==> src/rtl/uart_pkg.sv <==
// Shared UART definitions: FSM state encoding and baud divisor, used by both tx and rx.
package uart_pkg;

  typedef enum logic [2:0] {
    IDLE   = 3'd0,
    START  = 3'd1,
    DATA   = 3'd2,
    PARITY = 3'd3,
    STOP   = 3'd4
  } uart_state_t;

  function automatic int baud_div(input int clk_freq, input int baud);
    return clk_freq / baud;
  endfunction

endpackage

==> src/rtl/uart_baud_gen.sv <==
// Bit-period timer: DIV clocks per bit, one-cycle bit_done on the last clock of each bit.
// restart holds the count at zero so the first bit is aligned to the edge that leaves restart.
module uart_baud_gen #(
  parameter int DIV = 16
) (
  input  logic clk,
  input  logic rst_n,
  input  logic restart,
  output logic bit_done
);

  localparam int CNT_W = $clog2(DIV) + 1;
  localparam logic [CNT_W-1:0] LAST = CNT_W'(DIV - 1);

  logic [CNT_W-1:0] cnt;

  assign bit_done = !restart && (cnt == LAST);

  always_ff @(posedge clk or negedge rst_n) begin
    if (!rst_n) begin
      cnt <= '0;
    end else if (restart || bit_done) begin
      cnt <= '0;
    end else begin
      cnt <= cnt + 1'b1;
    end
  end

endmodule

==> src/rtl/uart_axis_tx.sv <==
// AXI-Stream to UART serializer: tx registered, start bit 1 cycle after handshake; tready only in IDLE.
// Optional even parity bit between data and stop when UART_TX_PARITY_EN is defined.
module uart_axis_tx
  import uart_pkg::*;
#(
  parameter int CLK_FREQ  = 100_000_000,
  parameter int BAUD      = 9600,
  parameter int DATA_BITS = 8
) (
  input  logic                 clk,
  input  logic                 rst_n,
  input  logic [DATA_BITS-1:0] s_axis_tdata,
  input  logic                 s_axis_tvalid,
  output logic                 s_axis_tready,
  output logic                 tx,
  output logic                 busy
);

  localparam int BAUD_DIV = baud_div(CLK_FREQ, BAUD);
  localparam int BCNT_W   = $clog2(DATA_BITS + 1);
  localparam logic [BCNT_W-1:0] LAST_BIT = BCNT_W'(DATA_BITS - 1);

  uart_state_t          state, state_nxt;
  logic [DATA_BITS-1:0] shreg, shreg_nxt, shreg_shift;
  logic [BCNT_W-1:0]    bit_cnt, bit_cnt_nxt;
  logic                 tx_q, tx_nxt;
  logic                 rdy_q, rdy_nxt;
  logic                 bit_done;
`ifdef UART_TX_PARITY_EN
  logic                 par_q, par_nxt;
`endif

  uart_baud_gen #(.DIV(BAUD_DIV)) u_baud (
    .clk      (clk),
    .rst_n    (rst_n),
    .restart  (state == IDLE),
    .bit_done (bit_done)
  );

  assign shreg_shift = shreg >> 1;

  always_ff @(posedge clk or negedge rst_n) begin
    if (!rst_n) begin
      state   <= IDLE;
      shreg   <= '0;
      bit_cnt <= '0;
      tx_q    <= 1'b1;
      rdy_q   <= 1'b0;
`ifdef UART_TX_PARITY_EN
      par_q   <= 1'b0;
`endif
    end else begin
      state   <= state_nxt;
      shreg   <= shreg_nxt;
      bit_cnt <= bit_cnt_nxt;
      tx_q    <= tx_nxt;
      rdy_q   <= rdy_nxt;
`ifdef UART_TX_PARITY_EN
      par_q   <= par_nxt;
`endif
    end
  end

  // tx_nxt is the line level for the cycle after this edge, so tx needs no decode stage.
  always_comb begin
    state_nxt   = state;
    shreg_nxt   = shreg;
    bit_cnt_nxt = bit_cnt;
    tx_nxt      = tx_q;
    rdy_nxt     = 1'b0;
`ifdef UART_TX_PARITY_EN
    par_nxt     = par_q;
`endif
    case (state)
      IDLE: begin
        tx_nxt  = 1'b1;
        rdy_nxt = 1'b1;
        if (s_axis_tvalid && rdy_q) begin
          state_nxt = START;
          shreg_nxt = s_axis_tdata;
          tx_nxt    = 1'b0;
          rdy_nxt   = 1'b0;
`ifdef UART_TX_PARITY_EN
          par_nxt   = ^s_axis_tdata;
`endif
        end
      end
      START: begin
        if (bit_done) begin
          state_nxt   = DATA;
          bit_cnt_nxt = '0;
          tx_nxt      = shreg[0];
        end
      end
      DATA: begin
        if (bit_done) begin
          shreg_nxt = shreg_shift;
          if (bit_cnt == LAST_BIT) begin
`ifdef UART_TX_PARITY_EN
            state_nxt = PARITY;
            tx_nxt    = par_q;
`else
            state_nxt = STOP;
            tx_nxt    = 1'b1;
`endif
          end else begin
            bit_cnt_nxt = bit_cnt + 1'b1;
            tx_nxt      = shreg_shift[0];
          end
        end
      end
`ifdef UART_TX_PARITY_EN
      PARITY: begin
        if (bit_done) begin
          state_nxt = STOP;
          tx_nxt    = 1'b1;
        end
      end
`endif
      STOP: begin
        if (bit_done) begin
          state_nxt = IDLE;
          rdy_nxt   = 1'b1;
          tx_nxt    = 1'b1;
        end
      end
      default: begin
        state_nxt = IDLE;
        tx_nxt    = 1'b1;
      end
    endcase
  end

  assign s_axis_tready = rdy_q;
  assign tx            = tx_q;
  assign busy          = (state != IDLE);

endmodule

==> config.mk <==
export PLATFORM = sky130hd
export DESIGN_NAME = uart_axis_tx
export DESIGN_NICKNAME = d
export VERILOG_FILES = /design/src/rtl/uart_pkg.sv /design/src/rtl/uart_baud_gen.sv /design/src/rtl/uart_axis_tx.sv
export SDC_FILE = /design/constraint.sdc
export NUM_CORES = 1
export LEC_CHECK = 0
export BUFFER_PORTS_ARGS = -buffer_cell sky130_fd_sc_hd__buf_2
export CAP_MARGIN = 15
export CORE_MARGIN = 2
export CORE_UTILIZATION = 30
export CTS_CLUSTER_SIZE = 14
export DETAILED_ROUTE_END_ITERATION = 8
export PLACE_DENSITY = 0.44
export SYNTH_ARGS = -nofsm -noshare
export SYNTH_HDL_FRONTEND = slang
export SYNTH_SLANG_ARGS = --single-unit
==> constraint.sdc <==
create_clock -name clk -period 5.35 [get_ports clk]
set_clock_uncertainty 0.05 [all_clocks]
set_input_delay 0.535 -clock clk [delete_from_list [all_inputs] [get_ports clk]]
set_output_delay 0.535 -clock clk [all_outputs]
set_load 0.01 [all_outputs]
# After elaboration in Yosys (flattened, before gate mapping)
# Index checks and enable logic that the tools add are counted.
# totals
wordCells	53
inputBits	11
ff_bits	32
out_inout_bits	3
# op_classes
reduce_logical	12
muxes	22
addsub	2
eq_ne	11
# op_table
cell	n
$mux W8	2
$pmux W8 S2	1
$add A15 B1 Y15 const B	1
$eq A15 B14 Y1 const B	1
$mux W15	1
$mux W3	5
$mux W4	3
$pmux W3 S4	1
$pmux W4 S2	1
$mux W1	6
$ne A2 B1 Y1 const B	3
$ne A2 B2 Y1 const B	3
$reduce_and A3 Y1	2
$reduce_and A5 Y1	1
$add A4 B1 Y4 const B	1
$eq A4 B3 Y1 const B	1
$pmux W1 S4	1
$reduce_and A4 Y1	1
$reduce_bool A2 Y1	2
$eq A3 B1 Y1 const B	1
$eq A3 B2 Y1 const B	1
$eq A3 B3 Y1 const B	1
$logic_not A3 Y1	1
$reduce_bool A3 Y1	1
4 further kinds	5

# Longest topological paths before layout
# Gate-level depths: netlist of the first run.
# logic_depth
word_depth	5
depth_mapped	8
depth_no_buf	5

# Modules after synthesis
# From an unflattened synthesis of the first run, not the netlist that was laid out.
# unflattened
hier_cells	164
hier_area_um2	1745.4
# modules_own_cells
module	seq_area_each_um2	area_each_um2	cells_each	n_inst
uart_axis_tx	426.7	997.2	89	1
uart_baud_gen	375.4	748.2	75	1

# Worst setup path after synthesis of the first run
# OpenSTA, ideal clock, no wires.
# synth_timing
path_type	flip-flop to flip-flop
startpoint	register u_baud.cnt[0]
endpoint	register shreg[0]
n_path_buf	3
setup_time_ns	0.125
slack_ns	3.364
stages_incl_launch_ff	9
t_arrival_ns	1.810
period_less_slack_ns	1.986
required_ns	5.175
path_cell_list	dfrtp_1 ha_1 and4_4 buf_6 and4_1 buf_2 a21o_1 buf_6 mux2_4
# synth_via
elab_chain_cells	4
# synth_lines
element	line_no	source
start, declared	uart_baud_gen.sv:15	logic [CNT_W-1:0] cnt;
start signal, assigned	uart_baud_gen.sv:25	cnt <= cnt + 1'b1;
$eq A15 B14 Y1	uart_baud_gen.sv:17	assign bit_done = !restart && (cnt == LAST);
$logic_and A1 B1 Y1	uart_baud_gen.sv:17	
$ne A2 B1 Y1 (no source line)	n/a	
$reduce_and A3 Y1 (no source line)	n/a	
end signal, assigned	uart_axis_tx.sv:54	shreg <= shreg_nxt;
end, declared	uart_axis_tx.sv:24	logic [DATA_BITS-1:0] shreg, shreg_nxt, shreg_shift;
# Every way passes these cells.
# A chain may end at the register's enable or synchronous reset.

# Worst setup path after layout of the first run
# layout_timing
startpoint	register u_baud.cnt[0]
endpoint	register shreg[4]
# Same word-level chain as after synthesis.

==> results_tabular.tex, run 1 <==
\begin{tabular}{lr}
\hline
Metric & Value \\
\hline
\multicolumn{2}{l}{\textbf{Placed design}} \\
Cell Area, Placed & 0.001844 sq mm \\
Number of buffer cells added on primary ports & 13 \\
Placed wire-length estimate & 2280 um \\
Global placement routability congestion & 0.7251 \\
\multicolumn{2}{l}{\textbf{Critical path}} \\
Maximum single-stage delay on the critical path & 400 ps \\
Cells along the critical path & ha\_1 > and4\_4 > and4\_1 > a21o\_1 > mux2\_4 \\
Buf+Inv Stages, Crit Path & 0 \\
Worst R2R Path Depth & 5 \\
CP startpoint kind & flop \\
Crit. End Element & flop \\
Top cell family by delay on the critical path & simple AND/OR/NAND/NOR gates \\
Biggest fanout along the worst timing path & 8 \\
Startpoint-to-endpoint class of the critical path & flop to flop \\
Worst reg-to-reg setup slack & 3210 ps \\
Path length in cells of the critical path & 5 \\
Endpoint required time on the critical path & 5470 ps \\
Slowest CP cell & sky130\_fd\_sc\_hd\_\_a21o\_1 \\
Data arrival time of the worst path & 2260 ps \\
\multicolumn{2}{l}{\textbf{Clocking}} \\
TritonCTS sink count & 32 \\
Clock buffer count from CTS & 5 \\
Number of setup buffers added after CTS & 0 \\
Number of hold buffers added after cts & 0 \\
Number of H-tree branching levels & 2 \\
CTS resizes & 0 \\
Clock tree from TritonCTS & yes \\
Worst skew pair latency & 280 ps \\
Root buffer cell & sky130\_fd\_sc\_hd\_\_clkbuf\_8 \\
CTS clock-pin slew for the worst setup and hold paths & 60 ps \\
Longest Clk Path Bufs & 2 \\
\multicolumn{2}{l}{\textbf{Floorplan}} \\
Number of placed I/O pins & 14 \\
Die Height & 80.14 um \\
Standard-cell row count & 27 \\
Width of the chip & 80.14 um \\
Overall die area & 0.006422 sq mm \\
Placeable core area & 0.005540 sq mm \\
Effective utilization at floorplan & 31.39\% \\
\multicolumn{2}{l}{\textbf{Pwr}} \\
Comb power frac & 19.5\% \\
Sequential cell fraction of total power & 51.3\% \\
Cell area power density & 351.0 mW/mm\^{}2 \\
Worst ir drop on vdd & 0.1522 mV \\
Sw Share & 28.45\% \\
Internal power & 487.4 uW \\
Clock share of power & 29.2\% \\
Leakage power figure & 0.0008427 uW \\
Switching power of the nets & 193.8 uW \\
\multicolumn{2}{l}{\textbf{Global route}} \\
Vias in the first global route & 1213 \\
Remaining global-route overflow & 0 \\
GRT Resource Usage Total & 11.92\% \\
Number of antenna violations at the first check in global routing & 0 \\
Wire length of the first global-routing pass & 5858 um \\
Largest net degree at the start of global routing & 33 \\
\multicolumn{2}{l}{\textbf{Drt}} \\
Number of iterations in the first detailed-routing pass & 4 \\
DRC Markers & 0 \\
WL met3 & 167 um \\
Number of nets with antenna violations after routing & 0 \\
Via Count & 1211 \\
Number of vias per cell & 4.943 \\
Wire length reported by the detailed router & 3311 um \\
Drt initial violations & 131 \\
Top layer used by detailed routing & met4 \\
Routed metal-1 wirelength & 1665 um \\
Amount of wire on met2 after detailed routing & 1423 um \\
Wire per inst & 13.51 um \\
\multicolumn{2}{l}{\textbf{Final layout}} \\
Final Instance Area & 0.001941 sq mm \\
Number of antenna cells inserted & 0 \\
Area growth syn-to-layout & 11.58\% \\
Most frequent cells in the layout & sky130\_fd\_sc\_hd\_\_dfrtp\_1, sky130\_fd\_sc\_hd\_\_nor2\_1, sky130\_fd\_sc\_hd\_\_buf\_2, sky130\_fd\_sc\_hd\_\_xor2\_1, sky130\_fd\_sc\_hd\_\_nand3\_1 \\
Most common cell after layout, fill and taps aside & sky130\_fd\_sc\_hd\_\_dfrtp\_1 \\
Proportion of layout cells with a drive suffix above 1 & 24.28\% \\
Final layout net count & 186 \\
\multicolumn{2}{l}{\textbf{Timing}} \\
Final number of setup-violating endpoints & 0 \\
Final total negative setup slack & 0 ps \\
Clock period minus final worst setup slack & 2141 ps \\
Final worst path period share & 40.02\% \\
Slew Viols, Final & 0 \\
Final count of hold timing violations & 0 \\
Unrepaired setup endpoints after global routing & false \\
Top achievable clock speed & 467.0 MHz \\
Worst Tran Pin Value & 717.3 ps \\
Worst hold margin & 257.2 ps \\
Worst slew slack as a fraction of its limit & 52.18\% \\
\multicolumn{2}{l}{\textbf{Synthesis}} \\
Syn Nets & 175 \\
Yosys warning count & 0 \\
Cell type contributing the most total cell area after synthesis & sky130\_fd\_sc\_hd\_\_dfrtp\_1 \\
Post-synthesis register bit count & 32 \\
Top cells by area in the synthesized netlist & sky130\_fd\_sc\_hd\_\_dfrtp\_1, sky130\_fd\_sc\_hd\_\_mux2\_4, sky130\_fd\_sc\_hd\_\_xor2\_1, sky130\_fd\_sc\_hd\_\_mux2\_2, sky130\_fd\_sc\_hd\_\_nor2\_1 \\
Post-synthesis instance area & 0.001739 sq mm \\
Portion of the post-synthesis area used by sequential elements & 46.12\% \\
Number of enable-type register cells in the synthesized netlist & 0 \\
Post-synth top area share & 44.60\% \\
Synthesized area per cell & 10.74 sq um \\
Dominant register cell in the synthesized netlist & sky130\_fd\_sc\_hd\_\_dfrtp\_1 \\
Synthesized instance count & 162 \\
Library cells used by synthesis & 41 \\
Fraction of synthesis flops using an asynchronous set or reset pin & 100.0\% \\
\multicolumn{2}{l}{\textbf{Outcome}} \\
Status & finished, final reports clean \\
\multicolumn{2}{l}{\textbf{Flow run}} \\
Max-Cap Viols & 0 \\
\multicolumn{2}{l}{\textbf{Hold path}} \\
Tightest Hold Check Type & input pin to asynchronous set/reset pin \\
\hline
\end{tabular}
## per-layer routing
| layer | vias to the layer above | global-route usage, % |
|---|---|---|
| li1 | 598 | - |
| met1 | 578 | 16.24 |
| met2 | 28 | 17.25 |
| met3 | 7 | 4.157 |
| met4 | 0 | 4.576 |
| met5 | - | 0 |
## power groups by stage
stage	clock network [uW]	logic, uW	registers [uW]
floorplan	0	117	333
global placement	0	133	351
detailed placement	0	135	352
CTS	207	135	349
global route	218	152	357
finish	199	133	350
## per-stage QoR
step	setup WS [ps]	total power [uW]	utilization, %	cells
floorplan	3364	449.7	-	162
global placement	3237	483.7	33.29	238
detailed placement	3183	487.2	33.29	238
CTS	3172	692.0	35.03	245
global route	3111	727.9	35.03	245
finish	3209	681.2	35.03	245
## worst register-to-register path: cells and delay by family (launching register included)
kind / cells / cell delay [ps]
AOI/OAI and AO/OA: 1 / 400
adders and majority gates: 1 / 220
DFF: 1 / 380
muxes: 1 / 340
and+or+nand+nor: 2 / 640
## flip-flops by register name (all words and copies together) (netlist names)
name and cells:
bit_cnt 4, tx 1, shreg 8, state 3
u_baud.cnt 15, s_axis_tready 1
## cell families after synthesis
kind of cell,share of synthesized area [%]
compound gates,7.483
xor+xnor,6.043
fa+ha+maj,1.439
buf+inv,3.957
flops,46.12
mux,11.73
simple gates,23.24
## final timing paths
path | start | end
max | u_baud.cnt[0] | shreg[4]
min in group clk | s_axis_tdata[7] | shreg[7]
min | rst_n | u_baud.cnt[9]
max in group asynchronous | rst_n | u_baud.cnt[11]
min reg2reg | u_baud.cnt[0] | u_baud.cnt[0]
max reg2reg | u_baud.cnt[0] | shreg[4]
## cells in the mapped netlist (all sizes together), types with 2 or more instances
master   n
nand2    8
buf      8
nand3    9
o21ai    6
a21oi    8
mux2    14
dfrtp   31
mux2i    2
nand4    7
xor2    11
and4     5
nor2    18
and2     2
clkbuf   2
inv      3
nand3b   3
or3      3
nor2b    2
and3     2
o41ai    2
ha       2
## cell type report
type,count,area [sq um]
clock buffers,7,96.34
multi-input cells,117,868.3
flip-flops and latches,32,802.0
repair buffers,14,72.57
well taps,72,90.09
fillers,573,3600
inverters,3,11.26
(Power assumes the default switching activity.)
==> run 2: changes to the inputs <==
==> constraint.sdc (replaced) <==
create_clock -name clk -period 2.1 [get_ports clk]
set_clock_uncertainty 0.05 [all_clocks]
set_input_delay 0.21 -clock clk [delete_from_list [all_inputs] [get_ports clk]]
set_output_delay 0.21 -clock clk [all_outputs]
set_load 0.01 [all_outputs]
==> results_tabular.tex, run 2 (synthesis results as in run 1) <==
\begin{tabular}{lr}
\hline
Metric & Value \\
\hline
\multicolumn{2}{l}{\textbf{Outcome}} \\
Status & finished, final reports clean (unchanged) \\
\multicolumn{2}{l}{\textbf{Clocking}} \\
Worst skew pair latency & 280 ps (about the same) \\
CTS clock-pin slew for the worst setup and hold paths & 60 ps (about the same) \\
Number of setup buffers added after CTS & 0 (unchanged) \\
Clock tree from TritonCTS & yes (unchanged) \\
Longest Clk Path Bufs & 2 (unchanged) \\
Root buffer cell & sky130\_fd\_sc\_hd\_\_clkbuf\_8 (unchanged) \\
Number of H-tree branching levels & 2 (unchanged) \\
Clock buffer count from CTS & 5 (unchanged) \\
TritonCTS sink count & 32 (unchanged) \\
\multicolumn{2}{l}{\textbf{Drt}} \\
Wire length reported by the detailed router & 3420 um (was 3311 um) \\
Number of nets with antenna violations after routing & 0 (unchanged) \\
Number of vias per cell & 4.924 (was 4.943) \\
Drt initial violations & 55 (was 131) \\
DRC Markers & 0 (unchanged) \\
Via Count & 1236 (was 1211) \\
Number of iterations in the first detailed-routing pass & 4 (unchanged) \\
Wire per inst & 13.63 um (was 13.51 um) \\
\multicolumn{2}{l}{\textbf{Hold path}} \\
Tightest Hold Check Type & input pin to flop (was input pin to asynchronous set/reset pin) \\
\multicolumn{2}{l}{\textbf{Floorplan}} \\
Die Height & 80.14 um (unchanged) \\
Placeable core area & 0.005540 sq mm (unchanged) \\
Width of the chip & 80.14 um (unchanged) \\
Number of placed I/O pins & 14 (unchanged) \\
Overall die area & 0.006422 sq mm (unchanged) \\
Standard-cell row count & 27 (unchanged) \\
Effective utilization at floorplan & 31.39\% (unchanged) \\
\multicolumn{2}{l}{\textbf{Final layout}} \\
Most frequent cells in the layout & sky130\_fd\_sc\_hd\_\_dfrtp\_1, sky130\_fd\_sc\_hd\_\_nor2\_1, sky130\_fd\_sc\_hd\_\_buf\_2, sky130\_fd\_sc\_hd\_\_xor2\_1, sky130\_fd\_sc\_hd\_\_nand3\_1 (unchanged) \\
Fillers & 581 (was 573) \\
Most common cell after layout, fill and taps aside & sky130\_fd\_sc\_hd\_\_dfrtp\_1 (unchanged) \\
Area growth syn-to-layout & 13.31\% (was 11.58\%) \\
Final layout net count & 192 (was 186) \\
Proportion of layout cells with a drive suffix above 1 & 26.26\% (was 24.28\%) \\
Number of antenna cells inserted & 0 (unchanged) \\
Largest register FFs & 15 (unchanged) \\
Biggest registers after layout & u\_baud.cnt (15), shreg (8), bit\_cnt (4) (unchanged) \\
Register bank with the most flops & u\_baud.cnt (unchanged) \\
\multicolumn{2}{l}{\textbf{Timing}} \\
Final number of setup-violating endpoints & 0 (unchanged) \\
Slew Viols, Final & 0 (unchanged) \\
Final count of hold timing violations & 0 (unchanged) \\
Clock period minus final worst setup slack & 1914 ps (was 2141 ps) \\
Top achievable clock speed & 522.4 MHz (was 467.0 MHz) \\
Worst Tran Pin Value & 697.2 ps (was 717.3 ps) \\
Worst slew slack as a fraction of its limit & 53.52\% (was 52.18\%) \\
Final worst path period share & 91.16\% (was 40.02\%) \\
Worst hold margin & 92.68 ps (was 257.2 ps) \\
Final total negative setup slack & 0 ps (unchanged) \\
Unrepaired setup endpoints after global routing & false (unchanged) \\
\multicolumn{2}{l}{\textbf{Critical path}} \\
CP startpoint kind & flop (unchanged) \\
Maximum single-stage delay on the critical path & 390 ps (was 400 ps) \\
Cells along the critical path & ha\_1 > and4\_4 > and4\_1 > a21o\_2 > mux2\_4 (was ha\_1 > and4\_4 > and4\_1 > a21o\_1 > mux2\_4) \\
Crit. End Element & flop (unchanged) \\
Startpoint-to-endpoint class of the critical path & flop to flop (unchanged) \\
Data arrival time of the worst path & 2030 ps (was 2260 ps) \\
Endpoint required time on the critical path & 2220 ps (was 5470 ps) \\
Biggest fanout along the worst timing path & 8 (unchanged) \\
Slowest CP cell & sky130\_fd\_sc\_hd\_\_dfrtp\_1 (was sky130\_fd\_sc\_hd\_\_a21o\_1) \\
\multicolumn{2}{l}{\textbf{Global route}} \\
Largest net degree at the start of global routing & 33 (unchanged) \\
GRT Resource Usage Total & 11.52\% (was 11.92\%) \\
Vias in the first global route & 1166 (was 1213) \\
Remaining global-route overflow & 0 (unchanged) \\
Wire length of the first global-routing pass & 5630 um (was 5858 um) \\
Number of antenna violations at the first check in global routing & 0 (unchanged) \\
\multicolumn{2}{l}{\textbf{Pwr}} \\
Cell area power density & 862.5 mW/mm\^{}2 (was 351.0 mW/mm\^{}2) \\
Leakage power figure & 0.0008609 uW (was 0.0008427 uW) \\
Worst ir drop on vdd & 0.3500 mV (was 0.1522 mV) \\
\multicolumn{2}{l}{\textbf{Placed design}} \\
Number of buffer cells added on primary ports & 13 (unchanged) \\
Placed wire-length estimate & 2445 um (was 2280 um) \\
Global placement routability congestion & 0.7711 (was 0.7251) \\
\multicolumn{2}{l}{\textbf{Flow run}} \\
Max-Cap Viols & 0 (unchanged) \\
\hline
\end{tabular}
[run 2: cell types whose count changed in the layout (fill, tap and decap cells not counted)]
cell	previous run	this run
sky130_fd_sc_hd__clkbuf_1	0	1
sky130_fd_sc_hd__buf_4	1	6
sky130_fd_sc_hd__dlygate4sd3_1	0	1
sky130_fd_sc_hd__clkbuf_8	7	5
sky130_fd_sc_hd__a21o_2	0	1
sky130_fd_sc_hd__clkinv_2	0	1
sky130_fd_sc_hd__a21o_1	1	0
[run 2: path summary, 6_finish.rpt]
check / cells past startpoint / from / slack, ps / endpoint
hold / removal: 3 / s_axis_tdata[7] / 90 / shreg[7]
setup / recovery: 5 / u_baud.cnt[0] / 190 / shreg[4]
setup reg to reg: 5 / u_baud.cnt[0] / 190 / shreg[4]
hold reg to reg: 1 / u_baud.cnt[0] / 440 / u_baud.cnt[0]
max in group asynchronous: 2 / rst_n / 1090 / shreg[7]
min in group asynchronous: 2 / rst_n / 460 / u_baud.cnt[7]
[run 2: layer usage]
layer  up-vias  GRT usage, %  part of all wire [%]
li1        612             -                     -
met3         6         3.708                   5.5
met1       585         15.75                    51
met5         -             0                     0
met4         0         5.254                   1.8
met2        33         16.42                    42
[run 2: per-stage QoR]
step	std cells	setup slack [ps]	utilization [%]	instance area (sq um)	power (uW)
6_report	251	185.7	35.57	1971	1700
5_1_grt	251	109.3	35.57	1971	1810
4_1_cts	251	68.87	35.55	1969	1719
3_5_place_dp	243	74.92	33.97	1882	1269
3_3_place_gp	243	119.6	33.97	1882	1250
2_1_floorplan	162	114.4	-	1739	1146
[run 2: final cells by class]
class / count / area [sq um] / share of cell area, %
flip-flops and latches: 32 / 802.0 / 40.70
clock buffers: 6 / 72.57 / 3.683
clock inverters: 1 / 5.005 / 0.2540
well taps: 72 / 90.09 / 4.571
repair buffers: 20 / 120.1 / 6.095
inverters: 3 / 11.26 / 0.5714
multi-input cells: 117 / 869.6 / 44.13
[run 2: where the power goes]
part	total, uW	leakage [uW]	internal [uW]	switching (uW)
Sequential	868	0.000417	759	109
Clock	445	0.0000410	225	220
Combinational	387	0.000403	208	179
Total	1700	0.000861	1190	508
[run 2: critical path: cells and delay by family, from the launching register on]
family	cells	cell delay, ps
fa+ha+maj	1	220
flops	1	390
mux	1	330
compound gates	1	280
simple gates	2	540
[run 2: repair_timing]
item                       in CTS  in global routing
setup endpoints to repair       0                  7
resized for setup               0                  1
hold buffers                    1                  0
hold endpoints to repair       31                  0
